$ cat src/rtl/custom_pio_slave.sv
// custom_pio_slave: single-bit programmable output pin with a two-register bus slave
// Ports:
//   clk    - system clock, rising edge
//   reset  - synchronous active-low reset
//   addr   - register select (0 = CTRL, 1 = PERIOD)
//   re, we - single-cycle read / write strobes
//   wdata  - write data
//   rdata  - registered read data
//   pio    - output pin, driven only from registered state
module custom_pio_slave (
  input  logic        clk,
  input  logic        reset,
  input  logic        addr,
  input  logic        re,
  input  logic        we,
  input  logic [31:0] wdata,
  output logic [31:0] rdata,
  output logic        pio
);
  logic        out_q, out_d, blink_q, blink_d, tog_q, tog_d;
  logic [31:0] period_q, period_d, cnt_q, cnt_d, rdata_q, rdata_d;
  logic        ctrl_wr, per_wr, run, wrap;
  assign pio   = blink_q ? tog_q : out_q;
  assign rdata = rdata_q;
  always_comb begin
    ctrl_wr  = we && !addr;
    per_wr   = we && addr;
    run      = blink_q && (period_q != 32'd0);
    wrap     = cnt_q == period_q - 32'd1;
    out_d    = ctrl_wr ? wdata[0] : out_q;
    blink_d  = ctrl_wr ? wdata[1] : blink_q;
    period_d = per_wr ? wdata : period_q;
    tog_d    = (run && wrap) ? ~tog_q : tog_q;
    cnt_d    = (!run || wrap) ? 32'd0 : cnt_q + 32'd1;
    // entering blink mode starts the square wave from the newly written level
    if (ctrl_wr && !blink_q && wdata[1]) tog_d = wdata[0];
    // a period write or a blink mode change restarts the half-period count
    if (per_wr || (ctrl_wr && (blink_q != wdata[1]))) cnt_d = 32'd0;
    // reads sample pre-write state, so a same-address collision returns the old value
    rdata_d  = re ? (addr ? period_q : {29'd0, pio, blink_q, out_q}) : rdata_q;
  end
  always_ff @(posedge clk) begin
    if (!reset) begin
      out_q    <= 1'b0;
      blink_q  <= 1'b0;
      tog_q    <= 1'b0;
      period_q <= 32'd0;
      cnt_q    <= 32'd0;
      rdata_q  <= 32'd0;
    end else begin
      out_q    <= out_d;
      blink_q  <= blink_d;
      tog_q    <= tog_d;
      period_q <= period_d;
      cnt_q    <= cnt_d;
      rdata_q  <= rdata_d;
    end
  end
endmodule

$ cat config.mk
export PLATFORM = sky130hd
export DESIGN_NAME = custom_pio_slave
export DESIGN_NICKNAME = d
export VERILOG_FILES = /design/src/rtl/custom_pio_slave.sv
export SDC_FILE = /design/constraint.sdc
export NUM_CORES = 1
export LEC_CHECK = 0
export BUFFER_PORTS_ARGS = -buffer_cell sky130_fd_sc_hd__clkbuf_2
export CORE_MARGIN = 4
export CORE_UTILIZATION = 56
export DETAILED_ROUTE_END_ITERATION = 10
export PLACE_DENSITY_LB_ADDON = 0.1
export SLEW_MARGIN = 40
export SYNTH_ARGS = -nofsm -noshare
export SYNTH_HDL_FRONTEND = slang
export SYNTH_SLANG_ARGS = --single-unit
$ cat constraint.sdc
create_clock -name clk -period 6.2 [get_ports clk]
set_clock_uncertainty 0.15 [all_clocks]
set_input_delay 0.62 -clock clk [delete_from_list [all_inputs] [get_ports clk]]
set_output_delay 0.62 -clock clk [all_outputs]
set_load 0.02 [all_outputs]
==> results.cfg, run 1 <==
[synthesis]
async_flop_share_pct = 0
synthCells = 633
syn_area_um2 = 5380
synth_top_area_share_pct = 36.9
yosysWarnings = 0
synth-edff-count = 0
synth.avg_cell_area_um2 = 8.49
post_synth_num_cell_types = 61
synth.area.top_cells = dfxtp_1, a21boi_0, xnor2_1
synth_ff_type = dfxtp_1
yosys_register_bits = 99
synth.yosys.seq_area_share_pct = 36.9
synth_nets = 672
yosysTopAreaCell = dfxtp_1

[cts]
cts_resized = 0
path_clk_slew_ns = 0.10
holdBufCountCts = 0
cts_root_buffer = clkbuf_8
clock_sinks = 99
numCtsBuffers = 9
worst_skew_pair.late_latency_ns = 0.38
h-tree-depth = 3
postCtsSetupBuffers = 0
cts_tree = done
clock_path_buffers = 2

[power_and_ir_drop]
p_int_mw = 0.973
total_power_mw = 1.34
ir_drop_uv = 187
p_switching_mw = 0.362
p_clk_share_pct = 35.1
power_density_nw_per_um2 = 224
combPwrFrac_pct = 14.4
leakage_nw = 2.16
p_sw_share_pct = 27.1
seqPwrFrac_pct = 50.5

[die]
core_area_um2 = 9280
rows = 35
die_area_um2 = 11200
io_pins = 70
die_h_um = 106
start_util_pct = 57.9
die_w_um = 106

[timing]
fin_ws_ns = 2.41
final.min_clock_period_ns = 3.79
finalHoldViolations = 0
fmax_ghz = 0.264
min_period_over_period_pct = 61.2
relSlewSlack_pct = 47.8
tns_ns = 0
slew_viol_final = 0
rsz0062_at_grt = no
setup_viol = 0
tightest_slew_ns = 0.783

[route]
wire_per_inst_um = 15.4
routed_via_density = 5.55
drt_first_iter_violations = 207
routed_wl_um = 12400
dr.pass1.iters = 4
drtAntennaViolNets = 0
drc = 0
vias = 4489

[run]
cap_viol_max_count = 0

[setup_path]
timing.rr.start = period_q[0]$_SDFFE_PN0P_
end_kind = register
rr_worst_depth = 12
crit_start = period_q[0]$_SDFFE_PN0P_
r2r_setup_slack_ns = 2.41
critPathKind = register to register
cp_data_arrival_time_ns = 3.91
worstPathRequired_ns = 6.32
rr_endpoint = cnt_q[20]$_SDFF_PP0_
start_kind = register
path_max_fanout = 12
crit_end = cnt_q[20]$_SDFF_PP0_

[grt]
grt_overflow = 0
grt_pass1_wl_um = 21200
grt_usage_pct = 23.0
grt_pass1_vias = 4422
antenna_found_initial = 0
grt_max_degree = 69

[worst_hold_path]
hp-class = input pin to register

[placement]
post-dp-hpwl_um = 9200
gp_routability_congestion = 0.944
place_ws_ns = 2.41
place_area_um2 = 5730
port_buffers = 69
placed_cells = 793

[layout]
syn2layout_area_growth_pct = 10.8
antennaDiodeCount = 0
fin_area_um2 = 5960
finalNonFillerCells = 809
drive_gt1_share_pct = 20.1
fin_nets = 714

[run_status]
status = complete, no violations
per-layer routing:
layer | vias to the layer above | GRT usage, % | wire length (um)
li1 | 2257 | - | -
met1 | 2110 | 27.0 | 5260
met2 | 98 | 41.5 | 6380
met3 | 24 | 4.31 | 490
met4 | 0 | 8.70 | 312
met5 | - | 0 | 0
placed cells by master (no fill, tap or decap), types with 3 or more instances in the layout:
master,instances
a21boi_0,62
a21o_1,3
a21oi_1,5
a31oi_1,4
and3_1,5
and4_2,3
clkbuf_2,67
clkbuf_8,10
dfxtp_1,99
inv_1,12
mux2i_1,5
nand2_1,84
nand2b_1,33
nand3_1,45
nand4_1,8
nor2_1,29
nor2_2,30
nor2b_1,4
nor3_1,12
nor4_1,8
nor4_4,5
o211a_1,4
o21ai_0,8
o21ai_1,3
or3_1,4
or4_1,6
xnor2_1,43
xor2_1,30
how the worst min path moves through the flow:
stage / cells after the start / slack [ns] / from / to
detailed placement: 2 / 0.32 / rdata[29]$_SDFFE_PN0P_ / rdata[29]$_SDFFE_PN0P_
floorplan: 1 / 0.30 / cnt_q[0]$_SDFF_PP0_ / cnt_q[0]$_SDFF_PP0_
CTS: 3 / 0.30 / wdata[21] / period_q[21]$_SDFFE_PN0P_
global route: 3 / 0.31 / wdata[4] / period_q[4]$_SDFFE_PN0P_
global placement: 1 / 0.32 / rdata[1]$_SDFFE_PN0P_ / rdata[1]$_SDFFE_PN0P_
finish: 3 / 0.32 / wdata[24] / period_q[24]$_SDFFE_PN0P_
registers in the layout, summed over array words and instances (netlist names):
register / cells
out_q: 1
period_q: 32
tog_q: 1
rdata: 32
blink_q: 1
cnt_q: 32
synthesized netlist by cell type (3+ instances only):
| library cell | instances |
|---|---|
| nand4_1 | 8 |
| xor2_1 | 30 |
| nand2b_1 | 33 |
| o21ai_1 | 3 |
| nor4_1 | 8 |
| a21o_1 | 3 |
| nor2_2 | 30 |
| buf_2 | 4 |
| a21boi_0 | 62 |
| a21oi_1 | 5 |
| dfxtp_1 | 99 |
| nor3_1 | 12 |
| nor4_4 | 5 |
| and4_2 | 3 |
| or4_1 | 6 |
| xnor2_1 | 43 |
| mux2i_1 | 5 |
| clkbuf_1 | 30 |
| inv_1 | 12 |
| and3_1 | 5 |
| o21ai_0 | 8 |
| nor2_1 | 29 |
| and2_1 | 3 |
| buf_6 | 4 |
| nand2_1 | 85 |
| o211a_1 | 4 |
| or3_1 | 4 |
| a31oi_1 | 4 |
| nand3_1 | 45 |
| nor2b_1 | 4 |
metrics by stage:
stage / hold slack, ns / util (%)
3_3_place_gp: 0.315 / 61.3
4_1_cts: 0.301 / 64.2
2_1_floorplan: 0.299 / -
5_1_grt: 0.313 / 64.2
3_5_place_dp: 0.321 / 61.8
6_report: 0.318 / 64.2
kinds of logic (layout without fill, tap and decap cells):
kind of cell / after synthesis / after routing / synth area share (%)
fa+ha+maj: 2 / 2 / 0.465
mux: 6 / 6 / 1.14
flops: 99 / 99 / 36.9
compound gates: 107 / 107 / 14.8
buf+inv: 52 / 99 / 4.35
simple gates: 294 / 294 / 30.5
xor+xnor: 73 / 73 / 11.9
worst max-delay path, stage by stage (launching register included):
cell and delay (ns):
dfxtp_1 0.40, inv_1 0.09, ha_1 0.25, nor3b_4 0.42, nand2_2 0.17, or4_1 0.53
o21ai_1 0.15, nand4_1 0.10, or4_4 0.57, o21ai_4 0.39, buf_8 0.23, buf_8 0.18
nor2_2 0.05
area by class of cell:
cell class	count	area (um2)
Fill cell	843	3330
Clock buffer	10	138
Timing Repair Buffer	71	380
Tap cell	129	161
Clock inverter	6	87.6
Inverter	12	45.0
Multi-Input combinational cell	482	3160
Sequential cell	99	1980
power groups by stage:
stage	registers, mW	logic [mW]	clock network, mW
floorplan	0.682	0.149	0
global placement	0.689	0.185	0
detailed placement	0.690	0.192	0
CTS	0.675	0.192	0.481
global route	0.678	0.214	0.506
finish	0.675	0.192	0.468
Note: power is estimated with default switching activity, not from simulation.
==> run 2: changes to the inputs <==
==> constraint.sdc (replaced) <==
create_clock -name clk -period 3.5 [get_ports clk]
set_clock_uncertainty 0.15 [all_clocks]
set_input_delay 0.35 -clock clk [delete_from_list [all_inputs] [get_ports clk]]
set_output_delay 0.35 -clock clk [all_outputs]
set_load 0.02 [all_outputs]
==> run 2 against run 1 <==
  * Power increased by 78%
  * Final cell count increased by 1.2%
  * Core utilization increased by 0.98 points
  * Flip-flop and latch count unchanged
  * Clock power increased by 76%
  * Non-clock buffer count increased by 11
  * Global-route usage increased by 0.15 points
  * Critical endpoint is now cnt_q[21]$_SDFF_PP0_
  * Worst hold slack got worse by 0.27 ns
  * Sequential power increased by 76%
  * Maximum frequency increased by 14%
==> results.cfg, run 2 (synthesized netlist as in run 1, its figures left out) <==
[placement]
post-dp-hpwl_um = 9580
gp_routability_congestion = 0.927
port_buffers = 69
place_area_um2 = 5780
place_ws_ns = 0.0957

[route]
wl_met1_um = 5610
routed_via_density = 5.51
wl_met2_um = 6540
top_layer = met4
drtAntennaViolNets = 0
drc = 0
vias = 4512
routed_wl_um = 12900
drt_first_iter_violations = 178
wire_per_inst_um = 15.7
wl_met3_um = 427
dr.pass1.iters = 4

[timing]
tightest_slew_ns = 0.755
slew_viol_final = 0
min_period_over_period_pct = 95.3
fmax_ghz = 0.300
relSlewSlack_pct = 49.6
fin_ws_ns = 0.163
final.min_clock_period_ns = 3.34
finalHoldViolations = 0
setup_viol = 0
rsz0062_at_grt = no
hold_ws_ns = 0.0465
tns_ns = 0

[layout]
syn2layout_area_growth_pct = 12.5
multi_input_area_um2 = 3160
drive_gt1_share_pct = 21.2
final_common_cell = dfxtp_1
antennaDiodeCount = 0
fill_cells = 852
most-common-layout-cells = dfxtp_1, nand2_1, clkbuf_2
fin_nets = 725
regArea_um2 = 1980
fin_area_um2 = 6050

[run_status]
status = complete, no violations

[die]
die_h_um = 106
rows = 35
io_pins = 70
die_w_um = 106
die_area_um2 = 11200
start_util_pct = 57.9
core_area_um2 = 9280

[grt]
grt_max_degree = 69
grt_pass1_vias = 4350
antenna_found_initial = 0
grt_usage_pct = 23.2
grt_overflow = 0
grt_pass1_wl_um = 21200

[worst_hold_path]
hp-class = input pin to register
worstHoldStart = wdata[5]

[setup_path]
crit_start = period_q[0]$_SDFFE_PN0P_
start_kind = register
path_max_fanout = 16
end_kind = register
r2r_setup_slack_ns = 0.16
cp_data_arrival_time_ns = 3.45
timing.rr.start = period_q[0]$_SDFFE_PN0P_
critPathKind = register to register
worstPathRequired_ns = 3.61

[cts]
cts_tree = done
h-tree-depth = 3
numCtsBuffers = 9
cts_root_buffer = clkbuf_8
clock_path_buffers = 2
worst_skew_pair.late_latency_ns = 0.37
clock_sinks = 99
path_clk_slew_ns = 0.11

[run]
cap_viol_max_count = 0

[power_and_ir_drop]
power_density_nw_per_um2 = 393
total_power_mw = 2.38
leakage_nw = 2.22
ir_drop_uv = 232
## run 2: critical path: stages (launching register included)
cell and delay (ns):
dfxtp_1 0.39, inv_1 0.10, ha_2 0.22, nor3b_4 0.35
nand2_2 0.16, or4_1 0.53, o21ai_1 0.15, nand4_1 0.11
or4_4 0.57, o21ai_4 0.22, clkbuf_16 0.24, nor2_2 0.05
## run 2: layout make-up
type	count	share of cell area, %
Multi-Input combinational cell	482	52.3
Sequential cell	99	32.8
Timing Repair Buffer	82	7.86
Tap cell	129	2.67
Clock buffer	10	2.28
Clock inverter	5	1.41
Inverter	12	0.745
## run 2: worst paths after layout
path / end / cells after the start
max: cnt_q[21]$_SDFF_PP0_ / 11
max reg2reg: cnt_q[21]$_SDFF_PP0_ / 11
min: period_q[5]$_SDFFE_PN0P_ / 3
min reg2reg: rdata[5]$_SDFFE_PN0P_ / 2
## run 2: routing by layer
| metal | vias up | GRT usage [%] |
|---|---|---|
| met5 | - | 0 |
| met3 | 26 | 3.52 |
| met2 | 98 | 41.5 |
| met1 | 2110 | 28.0 |
| met4 | 0 | 8.60 |
| li1 | 2278 | - |
## run 2: repair_timing
item | in CTS | in global routing
gates resized for setup | 0 | 1
setup buffers | 0 | 3
hold buffers | 0 | 0
setup endpoints to repair | 0 | 33
## run 2: where the power goes
part / total (mW) / internal (mW) / leakage, nW / switching, mW
clock: 0.826 / 0.422 / 0.109 / 0.404
combinational: 0.361 / 0.164 / 1.31 / 0.197
sequential: 1.19 / 1.15 / 0.803 / 0.0424
## run 2: through the flow
stage               instances  utilization [%]
floorplan                 633                -
global placement          800             62.2
detailed placement        800             62.2
CTS                       815             64.6
global route              819             65.2
finish                    819             65.2
==> run 3: changes to the inputs <==
==> constraint.sdc (replaced) <==
create_clock -name clk -period 3.5 [get_ports clk]
set_clock_uncertainty 0.15 [all_clocks]
set_input_delay 0.175 -clock clk [delete_from_list [all_inputs] [get_ports clk]]
set_output_delay 0.175 -clock clk [all_outputs]
set_load 0.02 [all_outputs]
==> run 3 against run 2 <==
  * Via count up 3.6%
  * Critical path depth unchanged
  * Combinational power up 8.0%
  * Worst hold slack better by 0.14 ns
  * Core utilization up 3.0 points
  * Clock power down 8.4%
  * First-iteration DRC count up 24%
  * Maximum frequency down 0.85%
  * Final cell count up 3.8%
  * Register-to-register slack worse by 0.03 ns
  * Power down 1.6%
  * Critical path type unchanged
==> results.cfg, run 3 (synthesized netlist as in run 1, its figures left out) <==
[run_status]
status = complete, no violations

[layout]
antennaDiodeCount = 0
syn2layout_area_growth_pct = 17.8
fin_util_pct = 68.2
fin_area_um2 = 6330
fill_cells = 781
finalNonFillerCells = 850
final_common_cell = dfxtp_1
most-common-layout-cells = dfxtp_1, nand2_1, clkbuf_2
fin_nets = 755
drive_gt1_share_pct = 19.8

[setup_path]
critPathTopFamily = simple AND/OR/NAND/NOR gates
end_kind = register
path_buf_inv = 2
critPathKind = register to register
cp_data_arrival_time_ns = 3.49
start_kind = register
crit_chain = inv_1, ha_1, nor3b_4, nand2_2, or4_1, o21ai_1, nand4_1, or4_4, o21ai_4, clkbuf_16, nor2_2
cp_slowest_cell = or4_4
worstPathRequired_ns = 3.63
critPathMaxStageDelay_ns = 0.57
path_max_fanout = 16

[power_and_ir_drop]
p_sw_share_pct = 28.5
p_switching_mw = 0.668
p_clk_share_pct = 32.3
ir_drop_uv = 207
leakage_nw = 2.33
seqPwrFrac_pct = 51.0
combPwrFrac_pct = 16.7
power_density_nw_per_um2 = 370
p_int_mw = 1.67

[placement]
port_buffers = 69
placed_cells = 796
gp_routability_congestion = 0.940
place_area_um2 = 5750
post-dp-hpwl_um = 9360
place_ws_ns = 0.115

[route]
routed_via_density = 5.50
dr.pass1.iters = 4
drt_first_iter_violations = 221
vias = 4674
drtAntennaViolNets = 0
drc = 0
routed_wl_um = 13300
wire_per_inst_um = 15.6

[grt]
grt_max_degree = 69
antenna_found_initial = 0
grt_overflow = 0
grt_usage_pct = 23.5
grt_pass1_wl_um = 21500
grt_pass1_vias = 4592

[timing]
setup_viol = 0
fin_ws_ns = 0.135
final.min_clock_period_ns = 3.37
finalHoldViolations = 0
tightest_slew_ns = 0.784
fmax_ghz = 0.297
relSlewSlack_pct = 47.7
slew_viol_final = 0
hold_ws_ns = 0.182
min_period_over_period_pct = 96.2

[die]
core_area_um2 = 9280
io_pins = 70
die_h_um = 106
die_area_um2 = 11200
die_w_um = 106
rows = 35
start_util_pct = 57.9

[cts]
cts_root_buffer = clkbuf_8
cts_tree = done
numCtsBuffers = 9
h-tree-depth = 3
path_clk_slew_ns = 0.10
clock_sinks = 99
clock_path_buffers = 2
worst_skew_pair.late_latency_ns = 0.38

[run]
cap_viol_max_count = 0

[worst_hold_path]
hp-class = input pin to register
run 3: per-layer routing:
metal  up-vias  global-route usage, %  wire, um
met3        47                   3.10       501
met2       130                   42.4      6650
li1       2327                      -         -
met4         0                   12.8       490
met1      2170                   26.7      5640
met5         -                      0         0
run 3: final cells by class:
class,instances,area (um2),share of cell area [%]
tap,129,161,2.55
clock buffer,10,128,2.02
sequential,99,1980,31.3
inverter,12,45.0,0.711
timing repair buffer,112,783,12.4
clock inverter,6,71.3,1.13
multi-input combinational,482,3160,49.9
run 3: through the flow:
step	setup TNS [ns]	total power, mW
after detailed placement	0	1.56
after CTS	0	2.34
final	0	2.34
after global routing	-0.379	2.44
after floorplan	0	1.47
after global placement	0	1.55
run 3: final timing paths:
check | start | end | slack (ns) | depth (start not counted)
worst max-delay path | period_q[0]$_SDFFE_PN0P_ | cnt_q[17]$_SDFF_PP0_ | 0.13 | 11
worst max register to register | period_q[0]$_SDFFE_PN0P_ | cnt_q[17]$_SDFF_PP0_ | 0.13 | 11
worst min register to register | rdata[3]$_SDFFE_PN0P_ | rdata[3]$_SDFFE_PN0P_ | 0.34 | 2
worst min-delay path | we | blink_q$_SDFFE_PN0P_ | 0.18 | 4
run 3: what timing repair did:
action,CTS,global route
hold buffers,32,0
endpoints found under the setup margin,0,32
endpoints found under the hold margin,35,0
setup buffers,0,5
gates resized for setup,0,0
run 3: power by group through the flow:
stage                     Sequential, mW  Combinational, mW  Clock (mW)
after floorplan                     1.21              0.265           0
after global placement              1.22              0.334           0
after detailed placement            1.22              0.341           0
after CTS                           1.19              0.372       0.775
after global routing                1.20              0.431       0.811
final                               1.20              0.390       0.757
run 3: worst reg2reg max path: stages, from the launching register on:
cell and delay (ns):
dfxtp_1 0.41, inv_1 0.09, ha_1 0.23, nor3b_4 0.33, nand2_2 0.17, or4_1 0.55
o21ai_1 0.14, nand4_1 0.11, or4_4 0.57, o21ai_4 0.22, clkbuf_16 0.24, nor2_2 0.05
